`src/rtl/apb_pkg.sv`:
```
// Shared types and sizing helpers for the APB-to-memory bridge.
package apb_pkg;

    typedef enum logic [1:0] {
        ST_IDLE  = 2'd0,
        ST_MEM   = 2'd1,
        ST_RESP  = 2'd2,
        ST_DRAIN = 2'd3
    } apb_bridge_state_t;

    localparam logic APB_OKAY = 1'b0;
    localparam logic APB_ERR  = 1'b1;

    function automatic int calc_nb(input int data_w);
        return data_w / 8;
    endfunction

    function automatic int calc_al(input int data_w);
        return $clog2(data_w / 8);
    endfunction

    function automatic int calc_mem_aw(input int depth);
        return (depth <= 1) ? 1 : $clog2(depth);
    endfunction

    function automatic int calc_cnt_w(input int timeout);
        return (timeout <= 2) ? 1 : $clog2(timeout);
    endfunction

endpackage

```
`src/rtl/apb_mem_bridge.sv`:
```
// APB4 completer in front of a single-port word memory with a req/ready handshake,
// with byte strobes, PSLVERR, a wait-state timeout and master-abort draining.
module apb_mem_bridge
    import apb_pkg::*;
#(
    parameter int ADDR_W    = 10,
    parameter int DATA_W    = 32,
    parameter int MEM_DEPTH = 16,
    parameter int TIMEOUT   = 16,
    localparam int NB       = calc_nb(DATA_W),
    localparam int AL       = calc_al(DATA_W),
    localparam int MEM_AW   = calc_mem_aw(MEM_DEPTH)
) (
    input  logic              clk,
    input  logic              reset,
    input  logic              psel_i,
    input  logic              penable_i,
    input  logic [ADDR_W-1:0] paddr_i,
    input  logic              pwrite_i,
    input  logic [DATA_W-1:0] pwdata_i,
    input  logic [NB-1:0]     pstrb_i,
    output logic [DATA_W-1:0] prdata_o,
    output logic              pready_o,
    output logic              pslverr_o,
    output logic              mem_req_o,
    output logic              mem_rnw_o,
    output logic [MEM_AW-1:0] mem_addr_o,
    output logic [DATA_W-1:0] mem_wdata_o,
    output logic [NB-1:0]     mem_be_o,
    input  logic              mem_ready_i,
    input  logic [DATA_W-1:0] mem_rdata_i
);

    localparam int                CNT_W      = calc_cnt_w(TIMEOUT);
    localparam logic [CNT_W-1:0]  CNT_LAST   = CNT_W'((TIMEOUT > 0) ? TIMEOUT - 1 : 0);
    localparam logic [ADDR_W-1:0] ALIGN_MASK = ADDR_W'(NB - 1);
    localparam int unsigned       DEPTH_U    = MEM_DEPTH;

    apb_bridge_state_t r_state;
    logic [CNT_W-1:0]  r_cnt;
    logic              r_err;
    logic [DATA_W-1:0] r_resp_data;
    logic [DATA_W-1:0] r_prdata_hold;
    logic              r_req;
    logic              r_rnw;
    logic [MEM_AW-1:0] r_addr;
    logic [DATA_W-1:0] r_wdata;
    logic [NB-1:0]     r_be;

    logic              w_setup;
    logic              w_access;
    logic              w_misaligned;
    logic              w_out_of_range;
    logic              w_timeout;
    logic              w_pready;
    logic [ADDR_W-1:0] w_word_idx;

    assign w_setup        = psel_i & ~penable_i;
    assign w_access       = psel_i & penable_i;
    assign w_misaligned   = (paddr_i & ALIGN_MASK) != '0;
    assign w_word_idx     = paddr_i >> AL;
    assign w_out_of_range = 32'(w_word_idx) >= DEPTH_U;
    assign w_timeout      = (TIMEOUT > 0) && (r_cnt == CNT_LAST) && !mem_ready_i;

    // The completion pulse has to coincide with the master's access phase, which
    // cannot be known a cycle ahead, so pready is decoded from RESP and the bus.
    assign w_pready  = (r_state == ST_RESP) && w_access;
    assign pready_o  = w_pready;
    assign pslverr_o = w_pready & r_err;
    assign prdata_o  = w_pready ? r_resp_data : r_prdata_hold;

    assign mem_req_o   = r_req;
    assign mem_rnw_o   = r_rnw;
    assign mem_addr_o  = r_addr;
    assign mem_wdata_o = r_wdata;
    assign mem_be_o    = r_be;

    always_ff @(posedge clk or posedge reset) begin
        if (reset) begin
            r_state       <= ST_IDLE;
            r_cnt         <= '0;
            r_err         <= APB_OKAY;
            r_resp_data   <= '0;
            r_prdata_hold <= '0;
            r_req         <= 1'b0;
            r_rnw         <= 1'b0;
            r_addr        <= '0;
            r_wdata       <= '0;
            r_be          <= '0;
        end else begin
            case (r_state)
                ST_IDLE: begin
                    if (w_setup) begin
                        r_rnw   <= ~pwrite_i;
                        r_addr  <= paddr_i[AL+MEM_AW-1:AL];
                        r_wdata <= pwdata_i;
                        r_be    <= pwrite_i ? pstrb_i : '0;
                        r_cnt   <= '0;
                        if (w_misaligned || w_out_of_range) begin
                            r_err       <= APB_ERR;
                            r_resp_data <= '0;
                            r_state     <= ST_RESP;
                        end else if (pwrite_i && (pstrb_i == '0)) begin
                            r_err       <= APB_OKAY;
                            r_resp_data <= '0;
                            r_state     <= ST_RESP;
                        end else begin
                            r_req   <= 1'b1;
                            r_state <= ST_MEM;
                        end
                    end
                end
                ST_MEM: begin
                    if (mem_ready_i) begin
                        r_req       <= 1'b0;
                        r_err       <= APB_OKAY;
                        r_resp_data <= r_rnw ? mem_rdata_i : '0;
                        r_state     <= ST_RESP;
                    end else if (w_timeout) begin
                        r_req       <= 1'b0;
                        r_err       <= APB_ERR;
                        r_resp_data <= '0;
                        r_state     <= ST_RESP;
                    end else begin
                        r_cnt <= r_cnt + CNT_W'(1);
                        if (!psel_i) begin
                            r_state <= ST_DRAIN;
                        end
                    end
                end
                ST_DRAIN: begin
                    // Master has gone; finish the memory handshake without answering.
                    if (mem_ready_i || w_timeout) begin
                        r_req   <= 1'b0;
                        r_state <= ST_IDLE;
                    end else begin
                        r_cnt <= r_cnt + CNT_W'(1);
                    end
                end
                ST_RESP: begin
                    if (!psel_i) begin
                        r_state <= ST_IDLE;
                    end else if (penable_i) begin
                        r_prdata_hold <= r_resp_data;
                        r_state       <= ST_IDLE;
                    end
                end
                default: r_state <= ST_IDLE;
            endcase
        end
    end

endmodule
```
`config.mk`:
```
export PLATFORM = sky130hd
export DESIGN_NAME = apb_mem_bridge
export DESIGN_NICKNAME = d
export VERILOG_FILES = /design/src/rtl/apb_pkg.sv /design/src/rtl/apb_mem_bridge.sv
export SDC_FILE = /design/constraint.sdc
export NUM_CORES = 1
export LEC_CHECK = 0
export CORE_AREA = 2 2 108 110
export CTS_CLUSTER_SIZE = 25
export DETAILED_ROUTE_END_ITERATION = 6
export DIE_AREA = 0 0 110 112
export PLACE_DENSITY = 0.76
export RECOVER_POWER = 50
export SLEW_MARGIN = 20
export SYNTH_ARGS = -nofsm -noshare
export SYNTH_HDL_FRONTEND = slang
export SYNTH_SLANG_ARGS = --single-unit
```
`constraint.sdc`:
```
create_clock -name clk -period 4.1 [get_ports clk]
set_input_delay 0.41 -clock clk [delete_from_list [all_inputs] [get_ports clk]]
set_output_delay 0.41 -clock clk [all_outputs]
set_load 0.1 [all_outputs]
```
### Word level (Yosys, flattened, before mapping)

Index checks and enable logic that the tools add are counted.

* reductions and logical operators: 17
* equal/unequal tests: 15
* bitwise gates (word level): 5
* add/sub/neg operators: 1
* muxes and demuxes: 37
* magnitude comparators: 1

Operators by type and width (count)
* 32-bit two-way mux: 7
* 32-bit case mux with 2 select lines: 1
* 4-bit two-way mux: 5
* 2-bit two-way mux: 9
* 2-bit != test, second input constant: 7
* 4-bit case mux with 3 select lines: 1
* 1-bit two-way mux: 11
* 10-bit nonzero test: 1
* 3-bit != test, second input constant: 3
* 8-bit by 5-bit greater-or-equal comparator with 1-bit output, second input constant: 1
* 2-bit case mux with 4 select lines: 1
* 4-bit AND reduction: 2
* 6-bit AND reduction: 1
* 5-bit AND reduction: 1
* 4-bit by 1-bit adder with 4-bit output, second input constant: 1
* 2-bit equality test, second input constant: 2
* 4-bit equality test, second input constant: 1
* 4-bit logical NOT: 1
* 4-bit != test, second input constant: 1
* 1-bit bitwise AND: 3
* 1-bit logical AND: 3
* 1-bit case mux with 3 select lines: 1
* 3-bit AND reduction: 1
* 3-bit nonzero test: 1
* other kinds (8): 10

* logic and storage cells: 86
* output and inout bits: 76
* register bits: 113
* bits of input ports: 84

### Depth between registers and ports, before layout

Gate-level depths: netlist (run 1).

* depth after elaboration: 6
* gate-level depth with buffers: 7
* gate-level depth less buffers: 5

### Worst setup path before layout (run 1)

Ideal clock, no wire load.

* path kind: register -> output
* start point: register r_state[0]
* end point: output prdata_o[0]
* stages on the path, launching flop included: 7
* arrival: 2168 ps
* required time: 3690 ps
* setup slack: 1522 ps
* path buffers: 2
* cell sequence: dfrtp_1 buf_6 nand4b_1 clkinv_1 buf_2 nand2_1 nand2_1

* word-level cells in the longest chain between the ends: 3

RTL lines
* start: declaration: RTL line apb_mem_bridge.sv:39 `apb_bridge_state_t r_state;`
* start signal: assignment: RTL line apb_mem_bridge.sv:80 `r_state <= ST_IDLE;`
* start signal: assignment: RTL line apb_mem_bridge.sv:102 `r_state <= ST_RESP;`
* start signal: assignment: RTL line apb_mem_bridge.sv:106 `r_state <= ST_RESP;`
* 2-bit equality test: RTL line apb_mem_bridge.sv:67 `assign w_pready = (r_state == ST_RESP) && w_access;`
* 1-bit logical AND: RTL line apb_mem_bridge.sv:67
* via pready_o: RTL line apb_mem_bridge.sv:23 `output logic pready_o,`
* 32-bit two-way mux: RTL line apb_mem_bridge.sv:70 `assign prdata_o = w_pready ? r_resp_data : r_prdata_hold;`
* end: declaration: RTL line apb_mem_bridge.sv:22 `output logic [DATA_W-1:0] prdata_o,`

The timed path passes the listed nets, and every way through them passes these cells.

### Worst setup path in the final report (run 1)

* start point: register r_state[0]
* end point: output prdata_o[31]

* word-level cells in the longest chain between the ends: 3

RTL lines (RTL line)
* 2-bit equality test: apb_mem_bridge.sv:67
* 1-bit logical AND: apb_mem_bridge.sv:67
* 32-bit two-way mux: apb_mem_bridge.sv:70

No other way between the ends.

==> impl_metrics.env, run 1 <==
export IMPL_hold_violations=0
export IMPL_ys_flop_type="dfrtp_1"
export IMPL_relSlewSlack=-0.815
export IMPL_cts_tree="built"
export IMPL_reg2reg_depth=4
export IMPL_critPathLaunchType="flip-flop"
export IMPL_critical_path_class="flip-flop to output port"
export IMPL_wl_met3_um=1110
export IMPL_antenna_left=0
export IMPL_wirelength_met1_um=4660
export IMPL_ys_warnings_count=0
export IMPL_cts_clk_slew_worst_paths_ns=0.05
export IMPL_syn_inst=435
export IMPL_syn_to_final_growth_pct=61.0
export IMPL_start_util=0.392
export IMPL_num_rows=39
export IMPL_setup_viol=0
export IMPL_gp_congestion=0.771
export IMPL_async_flop_share=1.00
export IMPL_min_from="mem_addr_o[2]"
export IMPL_wire_per_inst_um=15.7
export IMPL_grt_pass1_vias=3947
export IMPL_tightestPinTransition_ns=2.72
export IMPL_yosysSeqAreaShare=0.645
export IMPL_fin_tns_setup_ns=0
export IMPL_finalCritPeriodShare=0.847
export IMPL_clk_latency_ns=0.41
export IMPL_synth_most_common_cell="nand2_1"
export IMPL_avgSynthCellArea_um2=10.1
export IMPL_ios=160
export IMPL_ir_drop_uv=444
export IMPL_synth_top_area_cell="dfrtp_1"
export IMPL_synth_cell_types=31
export IMPL_synth_edf_count=0
export IMPL_powerDensity_nw_per_um2=522
export IMPL_fin_nets=676
export IMPL_antenna_found_initial=0
export IMPL_cts_setup_buffers=0
export IMPL_violations="capacitance limit, slew limit"
export IMPL_total_power_w=0.00369
export IMPL_grt_max_degree=114
export IMPL_drc=0
export IMPL_die_x_um=110
export IMPL_vias=3769
export IMPL_top_layer_used="met4"
export IMPL_wl_met2_um=5770
export IMPL_r2r_start="r_state[0]"
export IMPL_fin_cells=747
export IMPL_fp_dieH_um=112
export IMPL_hpwl_um=7820
export IMPL_viasPerCell=5.05
export IMPL_cts_buffers=17
export IMPL_startpoint="r_state[0]"
export IMPL_worstHoldEndpoint="mem_addr_o[2]"
export IMPL_htree_levels=4
export IMPL_drt_iter0_markers=257
export IMPL_place_inst=715
export IMPL_synthesis_area_um2=4380
export IMPL_synth_fp_nets=520
export IMPL_synth_seq_cells=113
export IMPL_synth_common_cells="222 x nand2_1, 113 x dfrtp_1, 33 x a32o_1"
export IMPL_arrival_ns=3.06
export IMPL_period_needed_ns=3.47
export IMPL_netlist_area_leader_share=0.645
export IMPL_whs_ns=0.473
export IMPL_cts_resized=0
export IMPL_cp_data_required_time_ns=3.69
export IMPL_grt_setup_unrepaired="false"
export IMPL_grt_overflow_total=0
export IMPL_worstHoldPathCells=2
export IMPL_clockBufferDepth=2
export IMPL_endpoint_kind="output port"
export IMPL_crit_fanout=34
export IMPL_drive_gt1_frac=0.127
export IMPL_root_buffer="clkbuf_16"
export IMPL_yosys_top_cells_area="dfrtp_1 64%, nand2_1 19%, a32o_1 7.5%"
export IMPL_maxCapViolCount=2
export IMPL_leakage_nw=3.38
export IMPL_drv_slew=166
export IMPL_max_freq_ghz=0.288
export IMPL_cts_sinks=113
export IMPL_r2r_slack_ns=1.39
export IMPL_track_usage=0.206
export IMPL_cts_hold_buffers=0
export IMPL_status="finished, violations left"
export IMPL_io_buffer_count=159
export IMPL_antennaDiodeCount=0
export IMPL_fp_dieArea_um2=12300
export IMPL_r2r_end="mem_be_o[3]"
export IMPL_drt_wl_total_um=11700
export IMPL_skew_ns=0.00740
export IMPL_grt_pass1_wl_um=19400
export IMPL_fp_coreArea_um2=11200
export IMPL_fillCellCount=874
export IMPL_dr_pass1_iters=4
export IMPL_min_path_type="flip-flop to flip-flop"
sequential cells by signal, summed over array words and instances (netlist names):
name and count:
mem_be_o 4, r_err 1, r_resp_data 32, mem_req_o 1
r_prdata_hold 32, mem_rnw_o 1, r_cnt 4, mem_wdata_o 32
mem_addr_o 4, r_state 2
where the power goes:
part	total [W]	leakage [nW]	internal [W]	switching, W
combinational	0.000821	1.53	0.000210	0.000611
sequential	0.00122	1.51	0.00118	0.0000381
clock	0.00165	0.332	0.00115	0.000492
worst max path at each step:
| stage | end | cells past startpoint |
|---|---|---|
| after CTS | pslverr_o | 5 |
| after global routing | prdata_o[28] | 6 |
| final | prdata_o[31] | 6 |
| after global placement | pslverr_o | 6 |
| after floorplan | mem_addr_o[0] | 1 |
| after detailed placement | pslverr_o | 6 |
stage by stage:
stage          area (um^2)   util  setup slack [ns]
4_1_cts               7080  0.633             0.587
5_1_grt               7060  0.632             0.367
3_3_place_gp          6400  0.573             0.772
2_1_floorplan         4380      -             0.703
3_5_place_dp          6410  0.573             0.707
6_report              7060  0.632             0.626
layout by cell type (no fill, tap or decap), drive strengths merged:
| cell | n |
|---|---|
| clkinv | 5 |
| a32o | 33 |
| nand4b | 1 |
| o21ai | 10 |
| nand3 | 6 |
| a21oi | 1 |
| inv | 1 |
| dlygate4sd3 | 1 |
| and2 | 2 |
| nand2 | 222 |
| clkinvlp | 2 |
| a31o | 1 |
| nor2 | 2 |
| dfrtp | 113 |
| ha | 1 |
| nor3b | 1 |
| or3 | 1 |
| nor3 | 1 |
| o211ai | 1 |
| and3 | 1 |
| or3b | 1 |
| clkbuf | 24 |
| nor4 | 2 |
| o31ai | 2 |
| o2bb2ai | 1 |
| a31oi | 1 |
| clkdlybuf4s50 | 124 |
| bufinv | 5 |
| buf | 37 |
| nor2b | 1 |
cell families after synthesis:
family,synth area share
DFF,0.645
and+or+nand+nor,0.218
buffers and inverters,0.0351
AOI/OAI and AO/OA,0.0993
adders and majority gates,0.00285
metal layers:
metal / vias to the layer above / track usage
li1: 1758 / -
met2: 153 / 0.324
met5: - / 0
met3: 14 / 0.0913
met1: 1844 / 0.250
met4: 0 / 0.0700
cell type report:
class / count / area (um^2) / area share
inverters: 3 / 12.5 / 0.00177
multi-input cells: 292 / 1410 / 0.199
clock buffers: 22 / 494 / 0.0700
flip-flops and latches: 113 / 2830 / 0.400
well taps: 143 / 179 / 0.0253
repair buffers: 164 / 1960 / 0.278
clock inverters: 10 / 178 / 0.0252
worst max-delay path, cell delays in order, from the launching register on:
cell and delay, ns:
dfrtp_1 0.49, nand4b_1 0.16, buf_4 0.34, clkinv_1 0.91, nand2_1 0.34, nand2_1 0.18
buf_12 0.21
(Power assumes the default switching activity.)
==> inputs of run 2 (changes only) <==
--- a/config.mk
+++ b/config.mk
@@ -9,7 +9,7 @@
 export CTS_CLUSTER_SIZE = 25
 export DETAILED_ROUTE_END_ITERATION = 6
 export DIE_AREA = 0 0 110 112
-export PLACE_DENSITY = 0.76
+export PLACE_DENSITY = 0.79
 export RECOVER_POWER = 50
 export SLEW_MARGIN = 20
 export SYNTH_ARGS = -nofsm -noshare
==> constraint.sdc (replaced) <==
create_clock -name clk -period 2.8 [get_ports clk]
set_input_delay 0.28 -clock clk [delete_from_list [all_inputs] [get_ports clk]]
set_output_delay 0.28 -clock clk [all_outputs]
set_load 0.1 [all_outputs]
==> run 2 against run 1 <==
Against the previous run:
- the run now ends clean
- register-to-register slack got worse by 0.35 ns
- clock skew about the same
- count of clock-buffer cells in the layout increased by 3
- sequential share of layout area increased by 2.0 points
- routed wire length decreased by 6.2%
- clock power increased by 20%
- critical endpoint is now prdata_o[5]
- highest routed layer unchanged
==> impl_metrics.env, run 2 (synthesis results as in run 1) <==
export IMPL_hpwl_um=7440
export IMPL_die_x_um=110
export IMPL_arrival_ns=2.19
export IMPL_seq_area_um2=2830
export IMPL_clockBufferDepth=2
export IMPL_drv_slew=0
export IMPL_ios=160
export IMPL_drive_gt1_frac=0.130
export IMPL_drt_iter0_markers=173
export IMPL_crit_fanout=34
export IMPL_powerDensity_nw_per_um2=723
export IMPL_antenna_found_initial=0
export IMPL_period_needed_ns=2.47
export IMPL_leakage_nw=3.25
export IMPL_gp_congestion=0.854
export IMPL_total_power_w=0.00486
export IMPL_whs_ns=0.401
export IMPL_grt_busiest_layer="met2"
export IMPL_skew_ns=0.00771
export IMPL_num_rows=39
export IMPL_syn_to_final_growth_pct=53.3
export IMPL_grt_use_met2=0.301
export IMPL_drc=0
export IMPL_track_usage=0.192
export IMPL_fp_dieArea_um2=12300
export IMPL_final_common_cell="nand2_1"
export IMPL_grt_max_degree=114
export IMPL_ir_drop_uv=582
export IMPL_clk_latency_ns=0.40
export IMPL_finalInstanceArea_um2=6720
export IMPL_antennaDiodeCount=0
export IMPL_finalCritPeriodShare=0.884
export IMPL_detailed_place_area_um2=6320
export IMPL_endpoint_kind="output port"
export IMPL_htree_levels=4
export IMPL_critical_path_class="flip-flop to output port"
export IMPL_drt_wl_total_um=11000
export IMPL_fin_tns_setup_ns=0
export IMPL_setup_viol=0
export IMPL_vias=3696
export IMPL_status="finished, final reports clean"
export IMPL_viasPerCell=4.93
export IMPL_preCtsSetupSlack_ns=0.186
export IMPL_met3_usage=0.0685
export IMPL_grt_setup_unrepaired="false"
export IMPL_min_path_type="primary input to flip-flop"
export IMPL_root_buffer="clkbuf_16"
export IMPL_grt_pass1_vias=3840
export IMPL_critPathLaunchType="flip-flop"
export IMPL_fillCellCount=924
export IMPL_antenna_left=0
export IMPL_wire_per_inst_um=14.7
export IMPL_io_buffer_count=159
export IMPL_met1_usage=0.241
export IMPL_mostFrequentLayoutCells="222 x nand2_1, 113 x dfrtp_1, 82 x clkdlybuf4s50_1, 42 x clkbuf_1, 34 x buf_12"
export IMPL_grt_pass1_wl_um=18200
export IMPL_tightestPinTransition_ns=1.49
export IMPL_max_freq_ghz=0.404
export IMPL_cp_data_required_time_ns=2.52
export IMPL_relSlewSlack=0.00977
export IMPL_multiInputGateArea_um2=1400
export IMPL_grt_overflow_total=0
export IMPL_fp_dieH_um=112
export IMPL_cts_clk_slew_worst_paths_ns=0.05
export IMPL_setup_ws_ns=0.326
export IMPL_hold_violations=0
export IMPL_fin_nets=679
export IMPL_fp_coreArea_um2=11200
export IMPL_start_util=0.392
export IMPL_cts_tree="built"
export IMPL_cts_buffers=17
export IMPL_cts_sinks=113
export IMPL_dr_pass1_iters=4
export IMPL_maxCapViolCount=0
-- run 2: metal layers --
| metal | share of wire | vias up |
|---|---|---|
| met5 | 0 | - |
| met4 | 0.011 | 0 |
| met3 | 0.077 | 11 |
| met2 | 0.49 | 130 |
| met1 | 0.42 | 1799 |
| li1 | - | 1756 |
-- run 2: critical path, cell delays in order, from the launching register on --
cell and delay [ns]:
dfrtp_1 0.46, nand4b_1 0.21, clkinvlp_4 0.52, nand2_1 0.26, nand2_1 0.13, buf_12 0.19
-- run 2: power breakdown --
group	total (W)	internal (W)	switching, W	leakage (nW)
Sequential	0.00180	0.00173	0.0000611	1.51
Clock	0.00198	0.00130	0.000682	0.277
Combinational	0.00109	0.000203	0.000882	1.46
Total	0.00486	0.00324	0.00163	3.25
-- run 2: worst paths after layout --
| path | slack, ns | cells after the start | end | start |
|---|---|---|---|---|
| min in group asynchronous | 0.92 | 3 | mem_req_o | reset |
| worst max register to register | 1.04 | 5 | r_cnt[3] | r_cnt[0] |
| worst min-delay path | 0.40 | 3 | mem_wdata_o[20] | pwdata_i[20] |
| max in group asynchronous | 0.97 | 3 | r_prdata_hold[18] | reset |
| worst max-delay path | 0.33 | 5 | prdata_o[5] | r_state[0] |
| worst min register to register | 0.48 | 2 | mem_wdata_o[29] | mem_wdata_o[29] |
-- run 2: repair_timing --
| item | CTS | global route |
|---|---|---|
| hold buffers | 0 | 0 |
| setup buffers | 0 | 0 |
| resized for setup | 0 | 1 |
| setup endpoints to repair | 0 | 34 |
-- run 2: metrics by stage --
step	std cells	utilization
floorplan	435	-
global placement	718	0.566
detailed placement	718	0.566
CTS	749	0.615
global route	749	0.602
finish	749	0.602
-- run 2: layout make-up --
cell class	instances	area share
Clock inverter	6	0.00819
Tap cell	143	0.0266
Multi-Input combinational cell	292	0.209
Sequential cell	113	0.421
Inverter	3	0.00279
Clock buffer	25	0.0737
Timing Repair Buffer	167	0.259
==> inputs of run 3 (changes only) <==
--- a/config.mk
+++ b/config.mk
@@ -11,6 +11,7 @@
 export DIE_AREA = 0 0 110 112
 export PLACE_DENSITY = 0.79
 export RECOVER_POWER = 50
+export SKIP_CTS_REPAIR_TIMING = 1
 export SLEW_MARGIN = 20
 export SYNTH_ARGS = -nofsm -noshare
 export SYNTH_HDL_FRONTEND = slang
==> results of run 3 <==
Same layout as run 2: the final DEF is identical, and so are final timing and power.
==> RTL edit (flow settings as in run 2) <==
Put a register stage on the output `pslverr_o`, cleared by the reset. The value now appears one clock later. The other outputs are not delayed to match.
--- a/src/rtl/apb_mem_bridge.sv
+++ b/src/rtl/apb_mem_bridge.sv
@@ -67,5 +67,11 @@
     assign w_pready  = (r_state == ST_RESP) && w_access;
     assign pready_o  = w_pready;
-    assign pslverr_o = w_pready & r_err;
+    always_ff @(posedge clk or posedge reset) begin
+        if (reset) begin
+            pslverr_o <= '0;
+        end else begin
+            pslverr_o <= w_pready & r_err;
+        end
+    end
     assign prdata_o  = w_pready ? r_resp_data : r_prdata_hold;
 
Check against the original RTL: not equivalent (a bounded check fails within 4 cycles, from zero or initial values and one cycle with reset high).
==> RTL edit against run 2 <==
The flow now finishes with violations (capacitance limit, slew limit); wire length up 2.1%; sequential cell count up 1; setup slack better by 120 ps; core utilization up 0.30 points; fmax up 4.9%; synthesized area up 0.57%; total power up 1.6%; cell area up 0.50%; first-iteration DRC count up 47%; register-to-register slack worse by 50 ps; largest cell class unchanged; largest power group unchanged.
==> RTL edit: results (changes against run 2) <==
Setup path
  • Data arrival time of the critical path: 2080 ps (was 2190 ps)
  • Peak per-stage delay on the critical path: 470 ps (was 520 ps)
  • Worst-path cell with the longest stage delay: sky130_fd_sc_hd__dfrtp_1 (was sky130_fd_sc_hd__clkinvlp_4)
  • Reg2reg end: r_cnt[3]$_DFFE_PP0P_ (unchanged)
  • CP top delay family: simple AND/OR/NAND/NOR gates (was buffers and inverters)
  • Setup slack on the worst flop-to-flop path: 990 ps (was 1040 ps)

Worst hold path
  • Endpoint with the worst hold slack: mem_wdata_o[27]$_DFFE_PP0P_ (was mem_wdata_o[20]$_DFFE_PP0P_)
  • Min-delay src: pwdata_i[27] (was pwdata_i[20])

Status
  • Status: finished, violations left (was finished clean)
  • Violations in the final reports: capacitance limit, slew limit

Place
  • Area after DPL: 6330 um^2 (was 6320 um^2)
  • Post-Place Setup Slack: 182 ps (was 186 ps)
  • Total half-perimeter wirelength after legalization and detailed placement: 7810 um (was 7440 um)
  • RePlAce Congestion: 0.813 (was 0.854)
  • Total placed cells including tap cells: 720 (was 718)

Timing
  • Maximum frequency from static timing analysis: 0.424 GHz (was 0.404 GHz)
  • Worst setup skew after layout: 5.62 ps (was 7.71 ps)
  • Hold WS: 400 ps (was 401 ps)
  • Tightest Pin Transition: 1530 ps (was 1490 ps)
  • Count of pins over their slew limit: 65 (was 0)

Global route
  • Number of global-route vias before repair: 3,933 (was 3,840)
  • Total global-route track usage: 0.199 (was 0.192)
  • Number of antenna violations at the first check in global routing: 0 (unchanged)
  • Wire length of the first global-routing pass: 18,600 um (was 18,200 um)
  • Maximum number of pins on one net before global-route repair: 65 (was 114)

Drt
  • First-pass DRT Iterations: 6 (was 4)
  • Wire length per cell: 14.9 um (was 14.7 um)
  • DR vias: 3,771 (was 3,696)
  • Total wire length after detailed routing: 11,200 um (was 11,000 um)
  • Initial DRC Count: 254 (was 173)

Layout
  • Fraction of final layout cells sized beyond drive strength 1: 0.131 (was 0.130)
  • Number of filler cells placed in the layout: 925 (was 924)
  • NumNets Final: 681 (was 679)

Pwr
  • Leakage power: 3.28 nW (was 3.25 nW)
  • Worst vdd ir: 0.000445 V (was 0.000582 V)

Yosys
  • Avg Cell Area, Syn: 10.1 um^2 (about the same)
  • Proportion of synthesized chip area in sequential cells: 0.647 (was 0.645)
  • Post-synth top cells: sky130_fd_sc_hd__nand2_1, sky130_fd_sc_hd__dfrtp_1, sky130_fd_sc_hd__a32o_1, sky130_fd_sc_hd__clkbuf_1, sky130_fd_sc_hd__o21ai_0 (unchanged)
  • Net count after synthesis: 521 (was 520)
  • Top cells by area in the synthesized netlist: sky130_fd_sc_hd__dfrtp_1, sky130_fd_sc_hd__nand2_1, sky130_fd_sc_hd__a32o_1 (unchanged)

Run
  • Max-cap violation count: 1 (was 0)

CTS
  • Number of buffers added by the clock tree synthesis step: 17 (unchanged)
  • Clock-pin slew reported for the worst setup and hold paths after clock tree synthesis: 50 ps (about the same)
  • CTS-repair resized insts: 1 (was 0)
RTL edit: worst min-delay path, stage by stage:
cell and delay, ps:
sky130_fd_sc_hd__clkdlybuf4s50_1 390, sky130_fd_sc_hd__nand2_1 50, sky130_fd_sc_hd__nand2_1 40
RTL edit: cell type report:
| cell class | count | area, um^2 | share of cell area |
|---|---|---|---|
| Timing Repair Buffer | 168 | 1730 | 0.257 |
| Clock inverter | 4 | 45.0 | 0.00667 |
| Multi-Input combinational cell | 292 | 1400 | 0.208 |
| Inverter | 3 | 16.3 | 0.00241 |
| Sequential cell | 114 | 2850 | 0.422 |
| Clock buffer | 28 | 527 | 0.0780 |
| Tap cell | 143 | 179 | 0.0265 |
RTL edit: how the worst max path moves through the flow:
| stage | end | cells after the start |
|---|---|---|
| global route | prdata_o[30] | 5 |
| finish | prdata_o[30] | 5 |
| global placement | prdata_o[11] | 6 |
| detailed placement | prdata_o[30] | 6 |
| CTS | prdata_o[30] | 5 |
| floorplan | prdata_o[0] | 6 |
RTL edit: routing by layer:
metal / up-vias / share of wire / global-route usage
li1: 1767 / - / -
met5: - / 0 / 0
met4: 0 / 0.025 / 0.110
met3: 24 / 0.093 / 0.0779
met1: 1799 / 0.40 / 0.237
met2: 181 / 0.48 / 0.305
RTL edit: cell families (layout without fill, tap and decap cells):
group                    Yosys count  count (layout)  share of synthesized area
buffers and inverters             30             203                     0.0349
AND/OR/NAND/NOR                  241             241                      0.217
flip-flops                       114             114                      0.647
AO/OA/AOI/OAI                     50              50                     0.0988
adder cells (fa/ha/maj)            1               1                    0.00284
RTL edit: where the power goes:
group          switching (mW)  total [mW]  internal (mW)
logic                   0.886        1.09          0.204
registers              0.0568        1.81           1.75
clock network           0.685        2.04           1.36
